## src/rtl/control32_pkg.sv

```systemverilog
// +--------------------------------------------------------------------------+
// | control32_pkg                                                            |
// | Shared types and encodings for the multi-cycle MIPS control unit.        |
// | Revision: 1.0                                                            |
// +--------------------------------------------------------------------------+
`default_nettype none

package control32_pkg;

   typedef enum logic [2:0] {
      FETCH     = 3'd0,
      DECODE    = 3'd1,
      EXECUTE   = 3'd2,
      MEM       = 3'd3,
      WRITEBACK = 3'd4,
      HALT      = 3'd5
   } state_e;

   localparam logic [5:0] c_op_rtype = 6'h00;
   localparam logic [5:0] c_op_j     = 6'h02;
   localparam logic [5:0] c_op_jal   = 6'h03;
   localparam logic [5:0] c_op_beq   = 6'h04;
   localparam logic [5:0] c_op_bne   = 6'h05;
   localparam logic [5:0] c_op_lw    = 6'h23;
   localparam logic [5:0] c_op_sw    = 6'h2B;
   localparam logic [5:0] c_fn_jr    = 6'h08;

   localparam logic [1:0] c_pc_seq    = 2'b00;
   localparam logic [1:0] c_pc_branch = 2'b01;
   localparam logic [1:0] c_pc_jump   = 2'b10;
   localparam logic [1:0] c_pc_reg    = 2'b11;

   localparam logic [1:0] c_aluop_mem    = 2'b00;
   localparam logic [1:0] c_aluop_branch = 2'b01;
   localparam logic [1:0] c_aluop_func   = 2'b10;

   typedef struct packed {
      logic       is_r;
      logic       is_i;
      logic       is_lw;
      logic       is_sw;
      logic       is_beq;
      logic       is_bne;
      logic       is_j;
      logic       is_jal;
      logic       is_jr;
      logic       illegal;
      logic [1:0] alu_op;
      logic       alu_src;
      logic       i_format;
      logic       sftmd;
      logic       jr;
      logic       reg_dst;
      logic       mem_to_reg;
      logic       jal;
   } decode_t;

   // R-type functions the datapath implements (jr is handled separately).
   function automatic logic funct_legal(input logic [5:0] fn);
      case (fn)
         6'h00, 6'h02, 6'h03, 6'h04, 6'h06, 6'h07,
         6'h20, 6'h21, 6'h22, 6'h23, 6'h24, 6'h25, 6'h26, 6'h27,
         6'h2A, 6'h2B: return 1'b1;
         default:      return 1'b0;
      endcase
   endfunction

endpackage

`default_nettype wire

```

## src/rtl/instr_decode32.sv

```systemverilog
// +--------------------------------------------------------------------------+
// | instr_decode32                                                           |
// | Pure combinational decode of the latched instruction into control bits.  |
// | Revision: 1.0                                                            |
// +--------------------------------------------------------------------------+
`default_nettype none

module instr_decode32
   import control32_pkg::*;
(
   input  logic [31:0] ir_i,
   output decode_t     dec_o
);

   logic [5:0]  w_op;
   logic [5:0]  w_fn;
   logic [19:0] w_unused_fields;

   assign w_op            = ir_i[31:26];
   assign w_fn            = ir_i[5:0];
   // Register and immediate fields belong to the datapath, not to control.
   assign w_unused_fields = ir_i[25:6];

   always_comb begin
      dec_o = '0;
      case (w_op)
         c_op_rtype: begin
            if (w_fn == c_fn_jr) begin
               dec_o.is_jr = 1'b1;
               dec_o.jr    = 1'b1;
            end else if (funct_legal(w_fn)) begin
               dec_o.is_r    = 1'b1;
               dec_o.alu_op  = c_aluop_func;
               dec_o.reg_dst = 1'b1;
               dec_o.sftmd   = (w_fn[5:3] == 3'b000);
            end else begin
               dec_o.illegal = 1'b1;
            end
         end
         c_op_j: dec_o.is_j = 1'b1;
         c_op_jal: begin
            dec_o.is_jal = 1'b1;
            dec_o.jal    = 1'b1;
         end
         c_op_beq: begin
            dec_o.is_beq = 1'b1;
            dec_o.alu_op = c_aluop_branch;
         end
         c_op_bne: begin
            dec_o.is_bne = 1'b1;
            dec_o.alu_op = c_aluop_branch;
         end
         c_op_lw: begin
            dec_o.is_lw      = 1'b1;
            dec_o.alu_op     = c_aluop_mem;
            dec_o.alu_src    = 1'b1;
            dec_o.mem_to_reg = 1'b1;
         end
         c_op_sw: begin
            dec_o.is_sw   = 1'b1;
            dec_o.alu_op  = c_aluop_mem;
            dec_o.alu_src = 1'b1;
         end
         default: begin
            if (w_op[5:3] == 3'b001) begin
               dec_o.is_i     = 1'b1;
               dec_o.alu_op   = c_aluop_func;
               dec_o.alu_src  = 1'b1;
               dec_o.i_format = 1'b1;
            end else begin
               dec_o.illegal = 1'b1;
            end
         end
      endcase
   end

endmodule

`default_nettype wire

```

## src/rtl/multicycle_control32.sv

```systemverilog
// +--------------------------------------------------------------------------+
// | multicycle_control32                                                     |
// | FETCH/DECODE/EXECUTE/MEM/WRITEBACK sequencer for the 32-bit MIPS core.   |
// | Option: define ILLEGAL_TRAP_EN to halt on unknown opcodes/functs.        |
// | Revision: 1.0                                                            |
// +--------------------------------------------------------------------------+
`default_nettype none

module multicycle_control32
   import control32_pkg::*;
#(
   parameter int MEM_TIMEOUT = 255
) (
   input  logic        clock,
   input  logic        reset_n,
   input  logic [31:0] Instruction,
   input  logic        inst_ready,
   input  logic        mem_ready,
   input  logic        Zero,
   output logic        IRWrite,
   output logic        PCWrite,
   output logic [1:0]  PCSrc,
   output logic [1:0]  ALUOp,
   output logic        ALUSrc,
   output logic        I_format,
   output logic        Sftmd,
   output logic        Jr,
   output logic        RegDST,
   output logic        RegWrite,
   output logic        MemtoReg,
   output logic        Jal,
   output logic        MemRead,
   output logic        MemWrite,
   output logic        bus_err,
   output logic [2:0]  state
`ifdef ILLEGAL_TRAP_EN
   ,
   output logic        illegal_instr
`endif
);

   localparam int            CW          = (MEM_TIMEOUT > 1) ? $clog2(MEM_TIMEOUT + 1) : 1;
   localparam logic [CW-1:0] c_wait_last = CW'((MEM_TIMEOUT > 0) ? MEM_TIMEOUT - 1 : 0);

   state_e        state_q, state_d;
   logic [31:0]   ir_q;
   logic          ir_valid_q;
   logic [CW-1:0] wait_q, wait_d;
   logic          bus_err_q, bus_err_d;
   logic          w_limit;
   logic          w_tmo;
   decode_t       w_dec;
`ifdef ILLEGAL_TRAP_EN
   logic          illegal_q, illegal_d;
`endif

   instr_decode32 u_decode (
      .ir_i  (ir_q),
      .dec_o (w_dec)
   );

   assign w_limit = (MEM_TIMEOUT != 0) && (wait_q == c_wait_last);

   // Reset clears IR to a word that would decode as sll, so gate until first fetch.
   assign ALUOp    = ir_valid_q ? w_dec.alu_op     : 2'b00;
   assign ALUSrc   = ir_valid_q & w_dec.alu_src;
   assign I_format = ir_valid_q & w_dec.i_format;
   assign Sftmd    = ir_valid_q & w_dec.sftmd;
   assign Jr       = ir_valid_q & w_dec.jr;
   assign RegDST   = ir_valid_q & w_dec.reg_dst;
   assign MemtoReg = ir_valid_q & w_dec.mem_to_reg;
   assign Jal      = ir_valid_q & w_dec.jal;
   assign state    = state_q;
   assign bus_err  = bus_err_d;
`ifdef ILLEGAL_TRAP_EN
   assign illegal_instr = illegal_q;
`endif

   always_ff @(posedge clock or negedge reset_n) begin
      if (!reset_n) begin
         state_q    <= FETCH;
         ir_q       <= '0;
         ir_valid_q <= 1'b0;
         wait_q     <= '0;
         bus_err_q  <= 1'b0;
`ifdef ILLEGAL_TRAP_EN
         illegal_q  <= 1'b0;
`endif
      end else begin
         state_q   <= state_d;
         wait_q    <= wait_d;
         bus_err_q <= bus_err_d;
`ifdef ILLEGAL_TRAP_EN
         illegal_q <= illegal_d;
`endif
         if (IRWrite) begin
            ir_q       <= Instruction;
            ir_valid_q <= 1'b1;
         end
      end
   end

   always_comb begin
      state_d  = state_q;
      wait_d   = '0;
      w_tmo    = 1'b0;
      IRWrite  = 1'b0;
      PCWrite  = 1'b0;
      PCSrc    = c_pc_seq;
      RegWrite = 1'b0;
      MemRead  = 1'b0;
      MemWrite = 1'b0;
`ifdef ILLEGAL_TRAP_EN
      illegal_d = illegal_q;
`endif
      case (state_q)
         FETCH: begin
            if (inst_ready) begin
               IRWrite = 1'b1;
               PCWrite = 1'b1;
               state_d = DECODE;
            end else if (w_limit) begin
               w_tmo   = 1'b1;
               state_d = HALT;
            end else begin
               wait_d = wait_q + 1'b1;
            end
         end
         DECODE: begin
            if (w_dec.is_j) begin
               PCWrite = 1'b1;
               PCSrc   = c_pc_jump;
               state_d = FETCH;
`ifdef ILLEGAL_TRAP_EN
            end else if (w_dec.illegal) begin
               illegal_d = 1'b1;
               state_d   = HALT;
`endif
            end else begin
               state_d = EXECUTE;
            end
         end
         EXECUTE: begin
            if (w_dec.illegal) begin
               state_d = FETCH;
            end else if (w_dec.is_beq || w_dec.is_bne) begin
               if ((w_dec.is_beq && Zero) || (w_dec.is_bne && !Zero)) begin
                  PCWrite = 1'b1;
                  PCSrc   = c_pc_branch;
               end
               state_d = FETCH;
            end else if (w_dec.is_jr) begin
               PCWrite = 1'b1;
               PCSrc   = c_pc_reg;
               state_d = FETCH;
            end else if (w_dec.is_lw || w_dec.is_sw) begin
               state_d = MEM;
            end else if (w_dec.is_r || w_dec.is_i || w_dec.is_jal) begin
               state_d = WRITEBACK;
            end else begin
               state_d = FETCH;
            end
         end
         MEM: begin
            if (mem_ready) begin
               MemRead  = w_dec.is_lw;
               MemWrite = w_dec.is_sw;
               state_d  = w_dec.is_lw ? WRITEBACK : FETCH;
            end else if (w_limit) begin
               w_tmo   = 1'b1;
               state_d = HALT;
            end else begin
               MemRead  = w_dec.is_lw;
               MemWrite = w_dec.is_sw;
               wait_d   = wait_q + 1'b1;
            end
         end
         WRITEBACK: begin
            RegWrite = 1'b1;
            if (w_dec.is_jal) begin
               PCWrite = 1'b1;
               PCSrc   = c_pc_jump;
            end
            state_d = FETCH;
         end
         HALT:    state_d = HALT;
         default: state_d = FETCH;
      endcase
      bus_err_d = bus_err_q | w_tmo;
   end

endmodule

`default_nettype wire

```

## config.mk

```make
export PLATFORM = sky130hd
export DESIGN_NAME = multicycle_control32
export DESIGN_NICKNAME = d
export VERILOG_FILES = /design/src/rtl/control32_pkg.sv /design/src/rtl/instr_decode32.sv /design/src/rtl/multicycle_control32.sv
export SDC_FILE = /design/constraint.sdc
export NUM_CORES = 1
export LEC_CHECK = 0
export ABC_AREA = 1
export CORE_ASPECT_RATIO = 1.25
export CORE_UTILIZATION = 30
export CTS_CLUSTER_DIAMETER = 30
export DETAILED_ROUTE_END_ITERATION = 10
export MAX_ROUTING_LAYER = met4
export PLACE_DENSITY = 0.67
export SKIP_LAST_GASP = 1
export SLEW_MARGIN = 20
export SYNTH_ARGS = -nofsm -noshare
export SYNTH_HDL_FRONTEND = slang
export SYNTH_SLANG_ARGS = --single-unit
```

## constraint.sdc

```tcl
create_clock -name clock -period 1.4 [get_ports clock]
set_input_delay 0.35 -clock clock [delete_from_list [all_inputs] [get_ports clock]]
set_output_delay 0.35 -clock clock [all_outputs]
set_load 0.05 [all_outputs]
```

Word-level counts from Yosys, hierarchy flattened
Memories as Yosys holds them, arrays and structs flattened.
Index checks and enable logic that the tools add are counted.
{ "op_classes": {"bitwise_logic": 8, "addsub": 1, "eq_ne": 14, "n_mux": 70, "n_reduce_logical": 17} }
{ "op_table": {"columns": ["cell", "count"], "rows": [
  ["$mux W1", 39],
  ["$mux W3", 11],
  ["$mux W8", 3],
  ["$mux W2", 8],
  ["$pmux W8 S2", 1],
  ["$pmux W3 S5", 1],
  ["$eq A6 B2 Y1 const B", 2],
  ["$eq A6 B3 Y1 const B", 2],
  ["$eq A6 B6 Y1 const B", 2],
  ["$pmux W2 S3", 2],
  ["$add A8 B1 Y8 const B", 1],
  ["$eq A8 B8 Y1 const B", 1],
  ["$and A1 B1 Y1", 7],
  ["$reduce_or A7 Y1", 1],
  ["$eq A3 B1 Y1 const B", 2],
  ["$eq A3 B2 Y1 const B", 2],
  ["$eq A3 B3 Y1 const B", 2],
  ["$eq A6 B4 Y1 const B", 1],
  ["$logic_not A3 Y1", 2],
  ["$logic_not A6 Y1", 1],
  ["$pmux W1 S2", 3],
  ["$reduce_or A6 Y1", 1],
  ["$logic_or A1 B1 Y1", 5],
  ["$reduce_or A5 Y1", 1],
  ["7 further kinds", 9]
]} }
{ "totals": {"n_memories": 1, "word_cells": 116, "input_bits": 37, "reg_bits": 45, "out_inout_bits": 20, "rom_bits": 64} }
{ "mem_list": {"columns": ["memory", "words", "word_bits", "read_ports", "rd_clocked_by_memory_dff", "wr", "line_no", "rtl"], "rows": [
  ["(no name shown)", 64, 1, 1, 0, 0, "control32_pkg.sv:60", "case (fn)"]
]} }

Longest topological paths before layout
Gate-level depths: netlist (run 1).
{ "depth": {"ltp_word": 14, "ltp_mapped": 8} }

Hierarchy
From an unflattened synthesis (run 1), not the netlist that was laid out.
{ "unflattened": {"hier_cells": 330, "hier_area_um2": 2404.8} }
{ "modules_own_cells": {"columns": ["mod", "instances", "area_each_um2", "cells_per_inst", "seq_area_each_um2"], "rows": [
  ["multicycle_control32", 1, 2137.0, 271, 1126.1],
  ["instr_decode32", 1, 267.8, 59, 0.0]
]} }

Worst setup path after synthesis (run 1)
OpenSTA, ideal clock, no wires.
{ "synth_path": {"path_kind": "reg2out", "start": "register state_q[2] (netlist: state[2])", "end": "output port PCWrite", "arrival_ns": 2.593, "n_path_buf": 0, "path_stages_with_launch": 7, "setup_slack_ns": -1.543, "t_required_ns": 1.050, "path_cell_list": "dfrtp_1 -> inv_2 -> nor3_1 -> nand3_1 -> nand2_1 -> nor2_1 -> nand2_1"} }
{ "synth_via": {"elab_chain_cells": 2, "elab_cells_between_ends": 5, "cone_classes": "eq/ne: 3; mux: 1; reduce/logical: 1"} }
{ "synth_lines": {"columns": ["element", "line_no", "rtl"], "rows": [
  ["from (decl)", "multicycle_control32.sv:45", "state_e state_q, state_d;"],
  ["from (signal assigned)", "multicycle_control32.sv:90", "state_q <= state_d;"],
  ["$eq A3 B3 Y1 (tied with other cells)", "multicycle_control32.sv:116", "case (state_q)"],
  ["$pmux W1 S4 *", "multicycle_control32.sv:116", null],
  ["to (decl)", "multicycle_control32.sv:21", "output logic PCWrite,"]
]} }
Every way passes the cells marked *; elsewhere a longest branch is shown, timed or not.

Worst setup path after layout (run 1)
{ "layout_path": {"start": "register ir_q[30]", "end": "output port PCWrite"} }
{ "layout_via": {"elab_chain_cells": 8, "elab_cells_between_ends": 27, "cone_classes": "eq/ne: 7; mux: 14; reduce/logical: 6"} }
{ "layout_lines": {"columns": ["element", "line_no", "rtl"], "rows": [
  ["from (decl)", "multicycle_control32.sv:46", "logic [31:0] ir_q;"],
  ["from (signal assigned)", "multicycle_control32.sv:97", "ir_q <= Instruction;"],
  ["$eq A6 B3 Y1", "instr_decode32.sv:26", "case (w_op)"],
  ["$mux W1", "instr_decode32.sv:26", null],
  ["$logic_and A1 B1 Y1", "multicycle_control32.sv:147", "if ((w_dec.is_beq && Zero) || (w_dec.is_bne && !Zero)) begin"],
  ["$logic_or A1 B1 Y1", "multicycle_control32.sv:147", null],
  ["$mux W1", "multicycle_control32.sv:147", null],
  ["$mux W1", "multicycle_control32.sv:146", "end else if (w_dec.is_beq || w_dec.is_bne) begin"],
  ["$mux W1", "multicycle_control32.sv:144", "if (w_dec.illegal) begin"],
  ["$pmux W1 S4 *", "multicycle_control32.sv:116", null]
]} }
Marked as above.

==> results.cfg, run 1 <==
[run_status]
status = finished, violations left
violations = setup timing

[final_layout]
nNetsFinal = 337
n_antenna_cell = 0
final_util = 0.689
syn2layout_area_growth_pct = 115
fillCellCount = 344
drive_gt1_frac = 0.566

[die]
die_h_um = 79.7
io_pins = 57
dieArea_um2 = 5110
num_rows = 27
die_x_um = 64.2
start_util = 0.320
fp.coreArea_um2 = 4530

[routing]
dr.pass1.iters = 4
route.detailed.drc = 0
antenna_left = 0
routed_wl_um = 4600
drt_iter0_markers = 100
vias = 1641
wl_per_cell_um = 13.0
viasPerCell = 4.62

[clock_network]
holdBufCountCts = 0
clk_transition_reported_paths_ns = 0.09
cts_tree = built
h-tree-depth = 1
cts_made_buffers = 3
clk_latency_ns = 0.27
cts_sinks = 25
root_buffer = clkbuf_8
cts_buffer_depth = 2

[power_and_ir_drop]
seq_power_share = 0.206
internal_power_mw = 3.27
peakVddDrop_mv = 1.12
power_frac_comb = 0.721
leakage_nw = 1.40
swShare = 0.448
power.net_switching_mw = 2.66
p_clk_frac = 0.073
p_per_area_nw_per_um2 = 1900

[critical_path]
rrSetupSlack_ns = -0.18
reg2reg_from = state[1]$_DFF_PN0_
worstSetupEndpointType = output pin
cp.depth = 9
cp_slowest_stage_delay_ns = 0.42
worstPathMaxFanout = 4
r2r_cells = 10
crit_type = reg2out
worstPathArrival_ns = 1.59
r2r_end = ir_q[4]$_DFFE_PN0P_
cpMaxStageDelayCell = dfrtp_1
path_delay_family = simple AND/OR/NAND/NOR gates
crit_chain = nor2_4 > buf_6 > nand3_2 > nand2_1 > nand3_2 > nand2_1 > inv_2 > nand2_4 > buf_12
path_buf_inv = 3
crit_path_start_kind = flip-flop
cp.required_ns = 1.05

[grt]
gr-usage-all-layers = 0.179
grt_max_degree = 26
grt-ovfl-total = 0
grt_pass1_vias = 1619
antenna_found_initial = 0
grt_pass1_wl_um = 6940

[timing]
tightest_slew_ns = 0.328
hold_violations = 0
relSlewSlack = 0.780
fin_skew_ns = 0.00443
setup_viol = 35
fin_ws_ns = -0.537
slew_viol_final = 0
timing.fmax_ghz = 0.516
min_period_ns = 1.94
timing.hold.ws_ns = 0.423
fin_crit_sh = 1.38
rsz0062_at_grt = yes

[synth]
ys_ff_latch = 25
syn-num-nets = 237
synth_seq_area_share = 0.432
yosysUniqueCellTypes = 27
avgSynthCellArea_um2 = 7.32
synthesis.area_um2 = 1450
ys_warn_count = 0
syn_inst = 198

[run]
maxCapViolCount = 0

[placement]
preCtsSetupSlack_ns = -0.462
place_hpwl_um = 2930
port_buffers = 36
gp_congestion = 0.915

[hold_path]
hold_class = in2async
==> sequential cells by signal (all words and copies together) (netlist names) <==
signal / count
wait_q: 8
ir_q: 12
ir_valid_q: 1
bus_err_q: 1
state: 3
==> cell usage after synthesis <==
cell      instances  area (um2)
buf_4             1        7.51
ha_1              2        25.0
nor2_1           35         131
inv_2             1        3.75
nor3_2            1        10.0
o21ai_4           1        16.3
nand2_4           1        11.3
a31oi_1           1        6.26
o21ai_0           6        30.0
a21o_2            1        8.76
buf_6             1        11.3
a21oi_1           3        15.0
o21bai_1          1        7.51
clkinv_1          1        3.75
nor2_4            2        22.5
inv_1            25        93.8
nor2_2            1        6.26
xnor2_1           1        8.76
nand2_2           3        18.8
nand4_1           2        12.5
nand2_1          47         176
o21ai_1           4        20.0
dfrtp_1          25         626
nor3_1            7        35.0
xor2_1            3        26.3
nand3_1          20         100
nand3b_1          2        15.0
==> layout by cell type (no fill, tap or decap), drive strengths merged <==
cell type / Yosys / final
a21o: 1 / 1
a31oi: 1 / 1
nor2: 38 / 38
nand2: 51 / 51
dfrtp: 25 / 25
o21bai: 1 / 1
nor3: 8 / 8
dlygate4sd2: 0 / 1
ha: 2 / 2
clkbuf: 0 / 5
xor2: 3 / 3
nand4: 2 / 2
o21ai: 11 / 11
buf: 2 / 79
clkdlybuf4s50: 0 / 15
clkinv: 1 / 2
nand3b: 2 / 2
xnor2: 1 / 1
nand3: 20 / 20
a21oi: 3 / 3
inv: 26 / 26
==> power by group through the flow <==
stage	Clock, mW	Sequential [mW]	Combinational (mW)
2_1_floorplan	0	1.31	1.49
3_3_place_gp	0	1.16	3.09
3_5_place_dp	0	1.18	3.12
4_1_cts	0.448	1.19	3.49
5_1_grt	0.485	1.26	4.58
6_report	0.434	1.22	4.28
==> layer usage <==
layer | wire [um] | vias to the layer above | track usage
li1 | - | 823 | -
met1 | 1810 | 768 | 0.201
met2 | 2560 | 40 | 0.322
met3 | 109 | 10 | 0.0129
met4 | 123 | 0 | 0.0867
met5 | 0 | - | -
==> layout make-up <==
type / instances / area, um2 / area share
Clock inverter: 1 / 5.00 / 0.00160
Clock buffer: 3 / 41.3 / 0.0132
Timing Repair Buffer: 97 / 1140 / 0.366
Sequential cell: 25 / 633 / 0.203
Inverter: 27 / 113 / 0.0361
Multi-Input combinational cell: 144 / 1110 / 0.357
Tap cell: 58 / 72.6 / 0.0233
==> per-stage QoR <==
step	instance area, um2	instances	setup TNS (ns)	power [mW]
global placement	2550	334	-7.95	4.25
detailed placement	2550	334	-8.24	4.30
CTS	2780	345	-7.44	5.13
finish	3120	355	-9.45	5.94
floorplan	1620	198	-3.62	2.80
global route	3120	355	-12.40	6.32
==> timing repair <==
| item | CTS | global route |
|---|---|---|
| resized for setup | 34 | 59 |
| setup endpoints to repair | 31 | 43 |
| buffers inserted | 8 | 10 |
| cloned | 0 | 3 |
| pin swaps | 22 | 31 |
==> cell families after synthesis <==
family                   share of synthesized area
buffers and inverters                       0.0829
AND/OR/NAND/NOR                              0.372
adder cells (fa/ha/maj)                     0.0173
AO/OA/AOI/OAI                               0.0717
XOR/XNOR                                    0.0242
flip-flops                                   0.432
==> worst max-delay path by stage <==
stage | from | end | slack (ns)
floorplan | state[2]$_DFF_PN0_ | PCWrite | -0.54
global placement | inst_ready | PCWrite | -0.47
detailed placement | inst_ready | PCWrite | -0.46
CTS | state[2]$_DFF_PN0_ | PCSrc[0] | -0.51
global route | ir_q[30]$_DFFE_PN0P_ | PCWrite | -0.65
finish | ir_q[30]$_DFFE_PN0P_ | PCWrite | -0.54
(Power assumes the default switching activity.)
==> inputs of run 2 (changes only) <==
PLACE_DENSITY = 0.65   (was 0.67)
clock period = 1.9 ns   (was 1.4 ns; I/O delays follow)
==> results.cfg, run 2 (synthesis results as in run 1) <==
[die]
num_rows = 27
io_pins = 57
die_h_um = 79.7
dieArea_um2 = 5110
die_x_um = 64.2
fp.coreArea_um2 = 4530
start_util = 0.320

[clock_network]
cts_tree = built
h-tree-depth = 1
clk_latency_ns = 0.28
holdBufCountCts = 0
cts_sinks = 25
clk_transition_reported_paths_ns = 0.10
cts_made_buffers = 3
root_buffer = clkbuf_8
cts_buffer_depth = 2

[timing]
fin_skew_ns = 0.00687
relSlewSlack = 0.786
setup_viol = 15
fin_ws_ns = -0.191
slew_viol_final = 0
tns_ns = -1.68
rsz0062_at_grt = yes
hold_violations = 0
fin_crit_sh = 1.10
timing.fmax_ghz = 0.478
tightest_slew_ns = 0.322
min_period_ns = 2.09

[critical_path]
crit_type = reg2out
path_delay_family = flip-flops
cpMaxStageDelayCell = dfrtp_2
cp_slowest_stage_delay_ns = 0.46
path_buf_inv = 2
crit_path_start_kind = flip-flop
cp.required_ns = 1.42
crit_chain = nor2_4 > nand2_2 > nor2_4 > nand2_4 > buf_6 > o21ai_4 > buf_12
worstPathMaxFanout = 3
worstPathArrival_ns = 1.62
cpMostUsedCell = nor2_4
worstSetupEndpointType = output pin

[final_layout]
nNetsFinal = 318
largest_reg_flops = 12
drive_gt1_frac = 0.468
most-common-layout-cells = buf_4 (36), nand2_1 (35), dfrtp_1 (21)
fillCellCount = 381
syn2layout_area_growth_pct = 89.0
final_common_cell = buf_4
regMostFlops = ir_q
n_antenna_cell = 0

[grt]
grt_pass1_vias = 1446
grt_pass1_wl_um = 6300
antenna_found_initial = 0
gr-usage-all-layers = 0.165
grt-ovfl-total = 0
grt_max_degree = 26

[placement]
port_buffers = 36
preCtsSetupSlack_ns = -0.126
gp_congestion = 0.908
place_hpwl_um = 2660

[run_status]
status = finished, violations left
violations = setup timing

[routing]
antenna_left = 0
drt_iter0_markers = 42
vias = 1562
routed_wl_um = 4120
wl_per_cell_um = 12.3
dr.pass1.iters = 4
viasPerCell = 4.65
route.detailed.drc = 0

[hold_path]
hold_class = reg2reg

[power_and_ir_drop]
p_per_area_nw_per_um2 = 1360
peakVddDrop_mv = 0.772
leakage_nw = 1.24

[run]
maxCapViolCount = 0
## run 2: cell types whose count changed in the layout (fill, tap and decap cells not counted), moves of 3 or more
| cell | before | now |
|---|---|---|
| buf_6 | 22 | 9 |
| nor2_1 | 7 | 17 |
| nor2_4 | 22 | 15 |
| nand3_2 | 11 | 5 |
| nand3_1 | 9 | 14 |
| nand2_2 | 5 | 9 |
| buf_12 | 20 | 17 |
| nor2_2 | 9 | 6 |
## run 2: worst reg2reg max path, stage by stage, from the launching register on
cell and delay (ns):
dfrtp_1 0.39, inv_1 0.06, ha_1 0.15, nand3_2 0.10, nor2_4 0.13, inv_2 0.07, buf_4 0.13, buf_4 0.14
nand3_1 0.07, nand3b_1 0.08
## run 2: area by class of cell
| type | instances | area, um2 | share of cell area |
|---|---|---|---|
| multi-input cells | 144 | 1000 | 0.367 |
| clock buffers | 3 | 41.3 | 0.0151 |
| flip-flops and latches | 25 | 631 | 0.230 |
| well taps | 58 | 72.6 | 0.0265 |
| clock inverters | 1 | 7.51 | 0.00274 |
| inverters | 27 | 113 | 0.0411 |
| repair buffers | 78 | 870 | 0.317 |
## run 2: through the flow
step,power (mW),area [um2],hold WS (ns),std cells,utilization
4_1_cts,3.31,2500,0.497,326,0.553
2_1_floorplan,1.93,1510,0.179,198,-
6_report,3.71,2740,0.485,336,0.605
3_3_place_gp,2.62,2210,0.470,306,0.488
5_1_grt,3.94,2740,0.516,336,0.605
3_5_place_dp,2.65,2210,0.470,306,0.488
## run 2: final timing paths
path / startpoint / to / slack [ns] / depth (start not counted)
max: ir_q[29]$_DFFE_PN0P_ / PCSrc[0] / -0.19 / 7
min: bus_err_q$_DFF_PN0_ / bus_err_q$_DFF_PN0_ / 0.49 / 1
max reg2reg: wait_q[0]$_DFF_PN0_ / state[1]$_DFF_PN0_ / 0.47 / 9
min reg2reg: bus_err_q$_DFF_PN0_ / bus_err_q$_DFF_PN0_ / 0.49 / 1
max in group asynchronous: reset_n / state[1]$_DFF_PN0_ / 1.08 / 2
min in group asynchronous: reset_n / wait_q[6]$_DFF_PN0_ / 0.55 / 2
## run 2: timing repair
| item | in CTS | in global routing |
|---|---|---|
| buffers inserted | 16 | 12 |
| setup endpoints to repair | 16 | 16 |
| pin swaps | 20 | 26 |
| gates resized for setup | 39 | 38 |
## run 2: metal layers
layer / track usage / wire [um] / up-vias / part of all wire
li1: - / - / 789 / -
met5: - / 0 / - / 0
met2: 0.294 / 2280 / 37 / 0.55
met1: 0.185 / 1670 / 730 / 0.41
met3: 0.0257 / 123 / 6 / 0.030
met4: 0.0644 / 40 / 0 / 0.0097
## run 2: power breakdown
part / switching (mW) / internal [mW]
Combinational: 1.37 / 1.10
Sequential: 0.196 / 0.708
Clock: 0.190 / 0.149
